File: src/rtl/instruction_decode_pkg.sv
// Shared RV32I decode types: instruction layout, ALU/write-back selectors,
// opcode constants, the ID/EX register bundle and immediate/ALU helper functions.
package instruction_decode_pkg;

   typedef logic [31:0] dataBus_t;
   typedef logic [4:0]  regAddr_t;

   typedef struct packed {
      logic [6:0] funct7;
      regAddr_t   rs2;
      regAddr_t   rs1;
      logic [2:0] funct3;
      regAddr_t   rd;
      logic [6:0] opcode;
   } instFields_t;

   typedef union packed {
      logic [31:0] raw;
      instFields_t f;
   } instruction_u;

   localparam logic [6:0] OPC_LUI      = 7'b0110111;
   localparam logic [6:0] OPC_AUIPC    = 7'b0010111;
   localparam logic [6:0] OPC_JAL      = 7'b1101111;
   localparam logic [6:0] OPC_JALR     = 7'b1100111;
   localparam logic [6:0] OPC_BRANCH   = 7'b1100011;
   localparam logic [6:0] OPC_LOAD     = 7'b0000011;
   localparam logic [6:0] OPC_STORE    = 7'b0100011;
   localparam logic [6:0] OPC_OP_IMM   = 7'b0010011;
   localparam logic [6:0] OPC_OP       = 7'b0110011;
   localparam logic [6:0] OPC_MISC_MEM = 7'b0001111;
   localparam logic [6:0] OPC_SYSTEM   = 7'b1110011;

   typedef enum logic [3:0] {
      ALU_ADD   = 4'd0,
      ALU_SUB   = 4'd1,
      ALU_SLL   = 4'd2,
      ALU_SLT   = 4'd3,
      ALU_SLTU  = 4'd4,
      ALU_XOR   = 4'd5,
      ALU_SRL   = 4'd6,
      ALU_SRA   = 4'd7,
      ALU_OR    = 4'd8,
      ALU_AND   = 4'd9,
      ALU_COPY2 = 4'd10
   } aluOp_e;

   typedef enum logic [1:0] {
      WB_ALU = 2'd0,
      WB_MEM = 2'd1,
      WB_PC4 = 2'd2
   } wbSel_e;

   typedef enum logic [2:0] {
      IMM_NONE,
      IMM_I,
      IMM_S,
      IMM_B,
      IMM_U,
      IMM_J
   } immFmt_e;

   typedef struct packed {
      dataBus_t   pc;
      dataBus_t   rs1_data;
      dataBus_t   rs2_data;
      dataBus_t   imm;
      regAddr_t   rs1;
      regAddr_t   rs2;
      regAddr_t   rd;
      logic [2:0] funct3;
      aluOp_e     alu_op;
      logic       alu_src1;
      logic       alu_src2;
      logic       mem_rd;
      logic       mem_wr;
      logic       reg_wr;
      wbSel_e     wb_sel;
      logic       branch;
      logic       jump;
      logic       trap;
   } idex_t;

   function automatic dataBus_t gen_imm(input immFmt_e fmt, input logic [31:0] i);
      dataBus_t imm;
      case (fmt)
         IMM_I:   imm = {{20{i[31]}}, i[31:20]};
         IMM_S:   imm = {{20{i[31]}}, i[31:25], i[11:7]};
         IMM_B:   imm = {{19{i[31]}}, i[31], i[7], i[30:25], i[11:8], 1'b0};
         IMM_U:   imm = {i[31:12], 12'b0};
         IMM_J:   imm = {{11{i[31]}}, i[31], i[19:12], i[20], i[30:21], 1'b0};
         default: imm = '0;
      endcase
      return imm;
   endfunction

   // alt selects SUB (funct3 000) or SRA (funct3 101); callers decide when it applies.
   function automatic aluOp_e alu_from_funct3(input logic [2:0] f3, input logic alt);
      aluOp_e op;
      case (f3)
         3'b000:  op = alt ? ALU_SUB : ALU_ADD;
         3'b001:  op = ALU_SLL;
         3'b010:  op = ALU_SLT;
         3'b011:  op = ALU_SLTU;
         3'b100:  op = ALU_XOR;
         3'b101:  op = alt ? ALU_SRA : ALU_SRL;
         3'b110:  op = ALU_OR;
         default: op = ALU_AND;
      endcase
      return op;
   endfunction

endpackage

File: src/rtl/instruction_decode_register_file.sv
// 2-read/1-write register file with x0 hard-wired to zero and
// same-cycle write-through to both read ports.
module register_file
   import instruction_decode_pkg::*;
#(
   parameter int unsigned XLEN  = 32,
   parameter int unsigned NREGS = 32
) (
   input  logic                     clk,
   input  logic                     rst_n,
   input  logic                     wr_en,
   input  logic [$clog2(NREGS)-1:0] wr_addr,
   input  logic [XLEN-1:0]          wr_data,
   input  logic [$clog2(NREGS)-1:0] rd_addr_a,
   input  logic [$clog2(NREGS)-1:0] rd_addr_b,
   output logic [XLEN-1:0]          rd_data_a,
   output logic [XLEN-1:0]          rd_data_b
);

   localparam int unsigned AW = $clog2(NREGS);

   logic [XLEN-1:0] regs [NREGS];
   logic            wr_live;

   assign wr_live = wr_en && (wr_addr != '0);

   always_ff @(posedge clk or negedge rst_n) begin
      if (!rst_n) begin
         for (int unsigned i = 0; i < NREGS; i++) begin
            regs[i] <= '0;
         end
      end else if (wr_live) begin
         regs[wr_addr] <= wr_data;
      end
   end

   always_comb begin
      rd_data_a = regs[rd_addr_a];
      rd_data_b = regs[rd_addr_b];
      if (wr_live && (wr_addr == rd_addr_a)) rd_data_a = wr_data;
      if (wr_live && (wr_addr == rd_addr_b)) rd_data_b = wr_data;
      if (rd_addr_a == AW'(0)) rd_data_a = '0;
      if (rd_addr_b == AW'(0)) rd_data_b = '0;
   end

endmodule

File: src/rtl/instruction_decode.sv
// RV32I decode stage: opcode decode, immediate generation, register read,
// load-use stall detection and the ID/EX pipeline register.
module instruction_decode
   import instruction_decode_pkg::*;
#(
   parameter int unsigned XLEN  = 32,
   parameter int unsigned NREGS = 32
) (
   input  logic            clk,
   input  logic            rst_n,
   input  logic            clk_en,
   input  instruction_u    inst_id,
   input  dataBus_t        pc_id,
   input  logic            flush,
   input  logic            reg_wr_wb,
   input  regAddr_t        rd_wb,
   input  logic [XLEN-1:0] rd_data_wb,
   output logic            stall_id,
   output logic [XLEN-1:0] pc_ex,
   output logic [XLEN-1:0] rs1_data_ex,
   output logic [XLEN-1:0] rs2_data_ex,
   output logic [XLEN-1:0] imm_ex,
   output regAddr_t        rs1_ex,
   output regAddr_t        rs2_ex,
   output regAddr_t        rd_ex,
   output logic [2:0]      funct3_ex,
   output aluOp_e          alu_op_ex,
   output logic            alu_src1_ex,
   output logic            alu_src2_ex,
   output logic            mem_rd_ex,
   output logic            mem_wr_ex,
   output logic            reg_wr_ex,
   output wbSel_e          wb_sel_ex,
   output logic            branch_ex,
   output logic            jump_ex,
   output logic            trap_ex
);

   idex_t      idex;
   idex_t      nxt;
   immFmt_e    fmt;
   logic       use1, use2, illegal;
   aluOp_e     alu_op;
   logic       src1, src2, mem_rd, mem_wr, reg_wr, branch, jump;
   wbSel_e     wb_sel;
   regAddr_t   rs1_addr, rs2_addr;
   dataBus_t   rs1_data, rs2_data;
   logic [6:0] op, f7;
   logic [2:0] f3;

   assign op = inst_id.f.opcode;
   assign f3 = inst_id.f.funct3;
   assign f7 = inst_id.f.funct7;

   always_comb begin
      fmt     = IMM_NONE;
      use1    = 1'b0;
      use2    = 1'b0;
      illegal = 1'b0;
      alu_op  = ALU_ADD;
      src1    = 1'b0;
      src2    = 1'b0;
      mem_rd  = 1'b0;
      mem_wr  = 1'b0;
      reg_wr  = 1'b0;
      wb_sel  = WB_ALU;
      branch  = 1'b0;
      jump    = 1'b0;
      case (op)
         OPC_LUI: begin
            fmt = IMM_U; alu_op = ALU_COPY2; src2 = 1'b1; reg_wr = 1'b1;
         end
         OPC_AUIPC: begin
            fmt = IMM_U; src1 = 1'b1; src2 = 1'b1; reg_wr = 1'b1;
         end
         OPC_JAL: begin
            fmt = IMM_J; src1 = 1'b1; src2 = 1'b1; jump = 1'b1; reg_wr = 1'b1; wb_sel = WB_PC4;
         end
         OPC_JALR: begin
            fmt = IMM_I; use1 = 1'b1; src2 = 1'b1; jump = 1'b1; reg_wr = 1'b1; wb_sel = WB_PC4;
         end
         OPC_BRANCH: begin
            fmt = IMM_B; use1 = 1'b1; use2 = 1'b1; branch = 1'b1;
            case (f3)
               3'b000, 3'b001: alu_op = ALU_SUB;
               3'b100, 3'b101: alu_op = ALU_SLT;
               3'b110, 3'b111: alu_op = ALU_SLTU;
               default:        illegal = 1'b1;
            endcase
         end
         OPC_LOAD: begin
            fmt = IMM_I; use1 = 1'b1; src2 = 1'b1; mem_rd = 1'b1; reg_wr = 1'b1; wb_sel = WB_MEM;
         end
         OPC_STORE: begin
            fmt = IMM_S; use1 = 1'b1; use2 = 1'b1; src2 = 1'b1; mem_wr = 1'b1;
         end
         OPC_OP_IMM: begin
            fmt = IMM_I; use1 = 1'b1; src2 = 1'b1; reg_wr = 1'b1;
            // Only shifts carry a funct7 field; for ADDI bit 30 is plain immediate.
            alu_op = alu_from_funct3(f3, (f3 == 3'b101) && f7[5]);
            if ((f3 == 3'b001) && (f7 != 7'b0000000)) illegal = 1'b1;
            if ((f3 == 3'b101) && (f7 != 7'b0000000) && (f7 != 7'b0100000)) illegal = 1'b1;
         end
         OPC_OP: begin
            use1 = 1'b1; use2 = 1'b1; reg_wr = 1'b1;
            alu_op = alu_from_funct3(f3, f7[5]);
            if (!((f7 == 7'b0000000) ||
                  ((f7 == 7'b0100000) && ((f3 == 3'b000) || (f3 == 3'b101)))))
               illegal = 1'b1;
         end
         OPC_MISC_MEM: begin
         end
         OPC_SYSTEM: illegal = 1'b1;
         default:    illegal = (inst_id.raw != 32'h0);
      endcase
      if (illegal) begin
         fmt    = IMM_NONE;
         use1   = 1'b0;
         use2   = 1'b0;
         alu_op = ALU_ADD;
         src1   = 1'b0;
         src2   = 1'b0;
         mem_rd = 1'b0;
         mem_wr = 1'b0;
         reg_wr = 1'b0;
         wb_sel = WB_ALU;
         branch = 1'b0;
         jump   = 1'b0;
      end
   end

   assign rs1_addr = use1 ? inst_id.f.rs1 : '0;
   assign rs2_addr = use2 ? inst_id.f.rs2 : '0;

   register_file #(.XLEN(XLEN), .NREGS(NREGS)) u_register_file (
      .clk       (clk),
      .rst_n     (rst_n),
      .wr_en     (clk_en && reg_wr_wb),
      .wr_addr   (rd_wb),
      .wr_data   (rd_data_wb),
      .rd_addr_a (rs1_addr),
      .rd_addr_b (rs2_addr),
      .rd_data_a (rs1_data),
      .rd_data_b (rs2_data)
   );

   always_comb begin
      nxt          = '0;
      nxt.pc       = pc_id;
      nxt.rs1_data = rs1_data;
      nxt.rs2_data = rs2_data;
      nxt.imm      = gen_imm(fmt, inst_id.raw);
      nxt.rs1      = rs1_addr;
      nxt.rs2      = rs2_addr;
      nxt.rd       = reg_wr ? inst_id.f.rd : '0;
      nxt.funct3   = f3;
      nxt.alu_op   = alu_op;
      nxt.alu_src1 = src1;
      nxt.alu_src2 = src2;
      nxt.mem_rd   = mem_rd;
      nxt.mem_wr   = mem_wr;
      nxt.reg_wr   = reg_wr;
      nxt.wb_sel   = wb_sel;
      nxt.branch   = branch;
      nxt.jump     = jump;
      nxt.trap     = illegal;
   end

   assign stall_id = !flush && idex.mem_rd && (idex.rd != '0) &&
                     ((use1 && (idex.rd == inst_id.f.rs1)) ||
                      (use2 && (idex.rd == inst_id.f.rs2)));

   always_ff @(posedge clk or negedge rst_n) begin
      if (!rst_n) begin
         idex <= '0;
      end else if (clk_en) begin
         if (flush || stall_id) idex <= '0;
         else                   idex <= nxt;
      end
   end

   assign pc_ex       = idex.pc;
   assign rs1_data_ex = idex.rs1_data;
   assign rs2_data_ex = idex.rs2_data;
   assign imm_ex      = idex.imm;
   assign rs1_ex      = idex.rs1;
   assign rs2_ex      = idex.rs2;
   assign rd_ex       = idex.rd;
   assign funct3_ex   = idex.funct3;
   assign alu_op_ex   = idex.alu_op;
   assign alu_src1_ex = idex.alu_src1;
   assign alu_src2_ex = idex.alu_src2;
   assign mem_rd_ex   = idex.mem_rd;
   assign mem_wr_ex   = idex.mem_wr;
   assign reg_wr_ex   = idex.reg_wr;
   assign wb_sel_ex   = idex.wb_sel;
   assign branch_ex   = idex.branch;
   assign jump_ex     = idex.jump;
   assign trap_ex     = idex.trap;

endmodule

File: config.mk
export PLATFORM = sky130hd
export DESIGN_NAME = instruction_decode
export DESIGN_NICKNAME = d
export VERILOG_FILES = /design/src/rtl/instruction_decode_pkg.sv /design/src/rtl/instruction_decode_register_file.sv /design/src/rtl/instruction_decode.sv
export SDC_FILE = /design/constraint.sdc
export NUM_CORES = 2
export LEC_CHECK = 0
export ABC_AREA = 1
export BUFFER_PORTS_ARGS = -buffer_cell sky130_fd_sc_hd__buf_2
export CORE_AREA = 2 2 403 405
export CTS_BUF_LIST = sky130_fd_sc_hd__clkbuf_8 sky130_fd_sc_hd__clkbuf_16
export CTS_CLUSTER_SIZE = 14
export DETAILED_ROUTE_END_ITERATION = 16
export DIE_AREA = 0 0 405 407
export HOLD_SLACK_MARGIN = 0.06
export MAX_ROUTING_LAYER = met4
export PLACE_DENSITY_LB_ADDON = 0.25
export SETUP_SLACK_MARGIN = 0.2
export SYNTH_ARGS = -nofsm -noshare
export SYNTH_HDL_FRONTEND = slang
export SYNTH_SLANG_ARGS = --single-unit
File: constraint.sdc
create_clock -name clk -period 2.08 [get_ports clk]
set_input_delay 0.312 -clock clk [delete_from_list [all_inputs] [get_ports clk]]
set_output_delay 0.312 -clock clk [all_outputs]
set_load 0.01 [all_outputs]
### Yosys cells after proc, flatten, opt, wreduce, memory -nomap -nowiden

Cells that the tools add are included.

* add/sub/neg operators: 0
* multiply operators: 0
* div/mod/pow operators: 0
* $lt $le $gt $ge: 4
* equal/unequal tests: 29
* shifts and indexed selects: 0
* muxes and demuxes: 54
* bitwise operators: 3
* reduce and logical (&&, ||, !) cells: 41

Operators with widths (count)
* $bwmux 1024: 1
* $bmux 32 s5: 2
* $mux 32: 9
* $demux 32 s5: 1
* $mux 160: 1
* $pmux 32 s5: 1
* $pmux 4 s7: 2
* $reduce_bool 32->1: 1
* $eq 7x6->1 const B: 4
* $eq 7x7->1 const B: 4
* $mux 1: 26
* $reduce_or 7->1: 3
* $eq 5x5->1: 4
* $eq 3x3->1 const B: 6
* $ge 6x6->1 const B: 3
* $not 5->6: 3
* $pmux 4 s4: 1
* $logic_and 1x1->1: 15
* $mux 5: 3
* $pmux 3 s5: 1
* $eq 7x5->1 const B: 2
* $eq 3x2->1 const B: 4
* $reduce_or 2->1: 6
* $reduce_or 6->1: 2
* other kinds (19): 26

* bits in registers: 1184
* bits in latches: 0
* memory bits (writable): 0
* bits in read-only memories: 0
* output and inout bits: 161
* word-level logic and storage cells: 181
* memories kept: 0

### Logic depth before layout (Yosys ltp)

* depth in word-level cells: 15
* mapped depth: 23

### Modules after synthesis

Synthesis repeated with hierarchy kept, for this count alone.

* cells, all modules: 9775
* area total of the unflattened synthesis: 66740.3 µm²

Modules (own cells, without submodules)
* register_file: instances 1, cells an instance 8795, area each 59249.3 µm²
* instruction_decode: instances 1, cells an instance 980, area each 7490.9 µm²

### Least setup slack after synthesis

OpenSTA, ideal clock, no wires.

* kind: input to register
* from: input port inst_id[13] (netlist bit)
* to: register idex (netlist bit rs1_data_ex[24])
* setup time: 0.116 ns
* arrival: 2.390 ns
* path slack: -0.427 ns
* cell stages on the path: 20
* buffers on the path: 3
* path through: buf_2 > inv_1 > nand2_1 > nor2_1 > nand2_1 > nor2_1 > nand2_1 > nand3_2 > nand2_4 > nor2_4 > nand2_2 > buf_2 > xor2_1 > nor2_1 > nand3_2 > buf_2 > nor2_1 > nor2_1 > nand2_1 > nand2_1

* longest elaborated chain between the ends: 15
* elaborated cells between the ends (all ways): 37
* classes of those cells: eq/ne (6); mux (14); bitwise (1); reduce/logical (16)

Ends and longest elaborated chain
* from (decl): RTL line instruction_decode.sv:12 `input instruction_u inst_id,`
* $eq 3x3->1 / $logic_not 3->1 (equally long branches): RTL line instruction_decode.sv:84, instruction_decode.sv:102, instruction_decode.sv:108
* $logic_or 1x1->1: RTL line instruction_decode.sv:108 `((f7 == 7'b0100000) && ((f3 == 3'b000) || (f3 == 3'b101)))))`
* $logic_and 1x1->1: RTL line instruction_decode.sv:108
* $logic_or 1x1->1: RTL line instruction_decode.sv:107 `if (!((f7 == 7'b0000000) ||`
* $mux 1: RTL line instruction_decode.sv:107
* $pmux 1 s5 *: RTL line instruction_decode.sv:69 `case (op)`
* $mux 1: RTL line instruction_decode.sv:116 `if (illegal) begin`
* $mux 5: RTL line instruction_decode.sv:132 `assign rs1_addr = use1 ? inst_id.f.rs1 : '0;`
* $not 5->6 (implied by the code): RTL line instruction_decode_register_file.sv:38 `rd_data_a = regs[rd_addr_a];`
* $bmux 32 s5: RTL line instruction_decode_register_file.sv:38
* $mux 32 (implied by the code) (2 in series): RTL line instruction_decode_register_file.sv:38
* $mux 32: RTL line instruction_decode_register_file.sv:40 `if (wr_live && (wr_addr == rd_addr_a)) rd_data_a = wr_data;`
* $mux 32: RTL line instruction_decode_register_file.sv:42 `if (rd_addr_a == AW'(0)) rd_data_a = '0;`
* $mux 160 *: RTL line instruction_decode.sv:177 `if (flush || stall_id) idex <= '0;`
* to (signal assigned): RTL line instruction_decode.sv:178 `else idex <= nxt;`
* to (decl): RTL line instruction_decode.sv:39 `idex_t idex;`

Mark *: on every way between the ends. The rest lies on a longest branch, timed or not. The select of a mux whose other input is x is not followed.
A chain may end at the register's enable or synchronous reset.

### Worst setup path in the final report

* from: register idex (netlist bit rd_ex[3])
* to: output port stall_id

* longest elaborated chain between the ends: 4
* elaborated cells between the ends (all ways): 8
* classes of those cells: eq/ne (2); reduce/logical (6)

Ends and longest elaborated chain
* $eq 5x5->1 (on tied branches): RTL line instruction_decode.sv:170, instruction_decode.sv:171
* $logic_and 1x1->1 (on tied branches): RTL line instruction_decode.sv:170, instruction_decode.sv:171
* $logic_or 1x1->1: RTL line instruction_decode.sv:170 `((use1 && (idex.rd == inst_id.f.rs1)) ||`
* $logic_and 1x1->1 *: RTL line instruction_decode.sv:169 `assign stall_id = !flush && idex.mem_rd && (idex.rd != '0) &&`
* to (decl): RTL line instruction_decode.sv:18 `output logic stall_id,`

Mark *: on every way between the ends. The rest lies on a longest branch, timed or not.

==> impl_metrics.tcl <==
set metrics [dict create \
    cp.arrival_ns 2.24 \
    wirelength_um 310000 \
    synth_top_area_share 0.464 \
    slowest_delay_ns 0.45 \
    crit_slowest_cell "dfrtp_2" \
    worstHoldPathType "in2reg" \
    finalWorstSetupSlack_ns -0.476 \
    grt_max_degree 154 \
    ctsHtreeMaxLevel 4 \
    hold_violations 0 \
    cp_cell_sequence "xor2_1 -> nor3_1 -> nand3_1 -> nand2_1 -> nand4_1 -> buf_4 -> inv_2 -> buf_6" \
    finalCritPeriodShare 1.23 \
    grt_antenna_before_repair 10 \
    grtUsageTotal 0.367 \
    viasPerCell 6.00 \
    drv_slew 0 \
    synth.distinct_cells 34 \
    nNetsFinal 9910 \
    max_freq_ghz 0.391 \
    p_leak_nw 41.8 \
    rsz0062_at_grt "yes" \
    cts_tree "built" \
    synth_ff_type "dfrtp_1" \
    ant_nets 0 \
    reg2reg_setup_slack_ns -0.23 \
    synth_edf_count 0 \
    syn-num-nets 9268 \
    min-delay-start "inst_id[14]" \
    cts_buffer_depth 3 \
    io-pin-count 267 \
    worstReg2RegEnd "rs2_data_ex[12]$_DFFE_PN0P_" \
    powerDensity_nw_per_um2 703 \
    clkTransAtPathRegs_ns 0.06 \
    synth-async-reset-ratio 1.00 \
    synth_common_cells "nand2_1 (3753), nand3_1 (1563), dfrtp_1 (1183)" \
    status "finished, violations left" \
    dr.pass1.iters 14 \
    drive_above_1_share 0.223 \
    r2r_start "rd_ex[3]$_DFFE_PN0P_" \
    holdPathStages 6 \
    initial_utilization 0.399 \
    synth.area.top_cells "dfrtp_1 (46%), nand2_1 (22%), nand3_1 (12%)" \
    synth_most_common_cell "nand2_1" \
    place.gp.congestion 0.984 \
    worstSetupPathType "reg2out" \
    tightest_slew_ns 1.03 \
    endpoint_kind "output pin" \
    required_ns 1.77 \
    start_kind "register" \
    num_rows 147 \
    num_vias 72500 \
    cts-root-buf "clkbuf_16" \
    hpwlAfterDp_um 177000 \
    yosysWarningCount 0 \
    io_buffers 266 \
    grt_pass1_vias 66300 \
    min_period_ns 2.56 \
    clock_latency_ns 0.80 \
    drv_cap 0 \
    crit_start "rd_ex[3]$_DFFE_PN0P_" \
    die_x_um 405 \
    synth_seq_cells 1183 \
    hold_end "imm_ex[14]$_DFFE_PN0P_" \
    post-place-ws_ns -1.27 \
    cts_made_buffers 135 \
    synth_area_um2 63900 \
    die_area_um2 165000 \
    post-route-cell-area_um2 87400 \
    wl_per_cell_um 25.7 \
    dpl-instance-area_um2 72800 \
    setup_tns_ns -22.51 \
    relSlewSlack 0.310 \
    die_h_um 407 \
    drt_iter0_drc 11800 \
    drcViolationCount 0 \
    clkSinkCount 1183 \
    finalClockSkew_ns 0.0366 \
    core_area_um2 160000 \
    critPathMaxFanout 3 \
    area_growth_pct 36.9 \
    globalRouteOverflowTotal 0 \
    grt_pass1_wl_um 441000 \
    vdd_ir_drop_max_uv 835 \
    rr_worst_depth 15 \
    yosysTopAreaCell "dfrtp_1" \
    syn_area_per_cell_um2 6.97 \
    setup_viol 140 \
    violations "negative setup slack" \
    syn_inst 9162 \
    ys_seq_area_frac 0.464 \
]
-- cell families after synthesis --
kind of cell | share of synthesized area
AOI/OAI and AO/OA | 0.107
DFF | 0.464
buffers and inverters | 0.0597
and+or+nand+nor | 0.368
xor gates and xnor gates | 0.00165
-- cell type report --
| class | count | area [µm²] |
|---|---|---|
| timing repair buffer | 1300 | 15500 |
| antenna | 14 | 35.0 |
| sequential | 1183 | 29600 |
| clock buffer | 158 | 3730 |
| clock inverter | 81 | 972 |
| tap | 2160 | 2700 |
| fill | 14600 | 72800 |
| inverter | 164 | 741 |
| multi-input combinational | 7020 | 34100 |
-- placed cells by master, fill, tap and decap left out, types with 34 or more instances in the layout --
master	count
nand2_1	3487
nand3_1	1277
dfrtp_1	1173
o21ai_0	1001
buf_4	460
nand3_2	270
buf_12	253
buf_2	247
nor2_1	244
nand2_2	197
clkbuf_16	169
inv_1	156
a21oi_1	110
dlygate4sd3_1	100
buf_6	87
buf_16	79
nand2_4	69
nor2_4	65
o211ai_1	59
nor2_2	43
o21ai_2	34
-- layer usage --
metal  up-vias  part of all wire  track usage
met5         -                 0            -
met3      1197              0.14       0.0884
met2      5461              0.43        0.534
li1      31300                 -            -
met4         0             0.059        0.177
met1     34600              0.38        0.481
-- registers in the layout (all words and copies together) (netlist names), 2 cells and up --
name	cells
rs2_ex	5
u_register_file.regs	1024
rs1_data_ex	32
alu_op_ex	4
pc_ex	32
rd_ex	5
rs1_ex	5
funct3_ex	3
rs2_data_ex	32
imm_ex	32
wb_sel_ex	2
-- power by group --
group	internal, W	switching [W]
clock	0.0150	0.0108
combinational	0.00321	0.00468
sequential	0.0256	0.00226
-- worst max-delay path, delay by kind of cell, from the launching register on --
| family | cells | cell delay, ns |
|---|---|---|
| DFF | 1 | 0.45 |
| xor gates and xnor gates | 1 | 0.18 |
| buffers and inverters | 3 | 0.31 |
| and+or+nand+nor | 4 | 0.52 |
-- stage by stage --
step | hold slack, ns | std cells | total power [W] | util
after global routing | 0.0926 | 12100 | 0.0639 | 0.546
final | 0.0901 | 12100 | 0.0615 | 0.546
after detailed placement | 0.225 | 11500 | 0.0350 | 0.455
after global placement | 0.228 | 11500 | 0.0348 | 0.455
after floorplan | 0.0164 | 9162 | 0.0322 | -
after CTS | 0.0644 | 12000 | 0.0609 | 0.521
-- worst max path at each step --
stage / end / cells past startpoint
after floorplan: rs1_data_ex[24]$_DFFE_PN0P_ / 20
after global routing: stall_id / 10
after detailed placement: rs2_data_ex[9]$_DFFE_PN0P_ / 22
after CTS: stall_id / 10
final: stall_id / 8
after global placement: rs2_data_ex[9]$_DFFE_PN0P_ / 22
-- timing repair --
item / in CTS / in global routing
pin swaps: 183 / 304
buffers inserted: 136 / 48
resized for setup: 566 / 659
setup endpoints to repair: 169 / 171
gates cloned: 52 / 35
endpoints found under the hold margin: 719 / 0
hold buffers: 101 / 0
No activity file was read; power rests on OpenSTA's default activity.
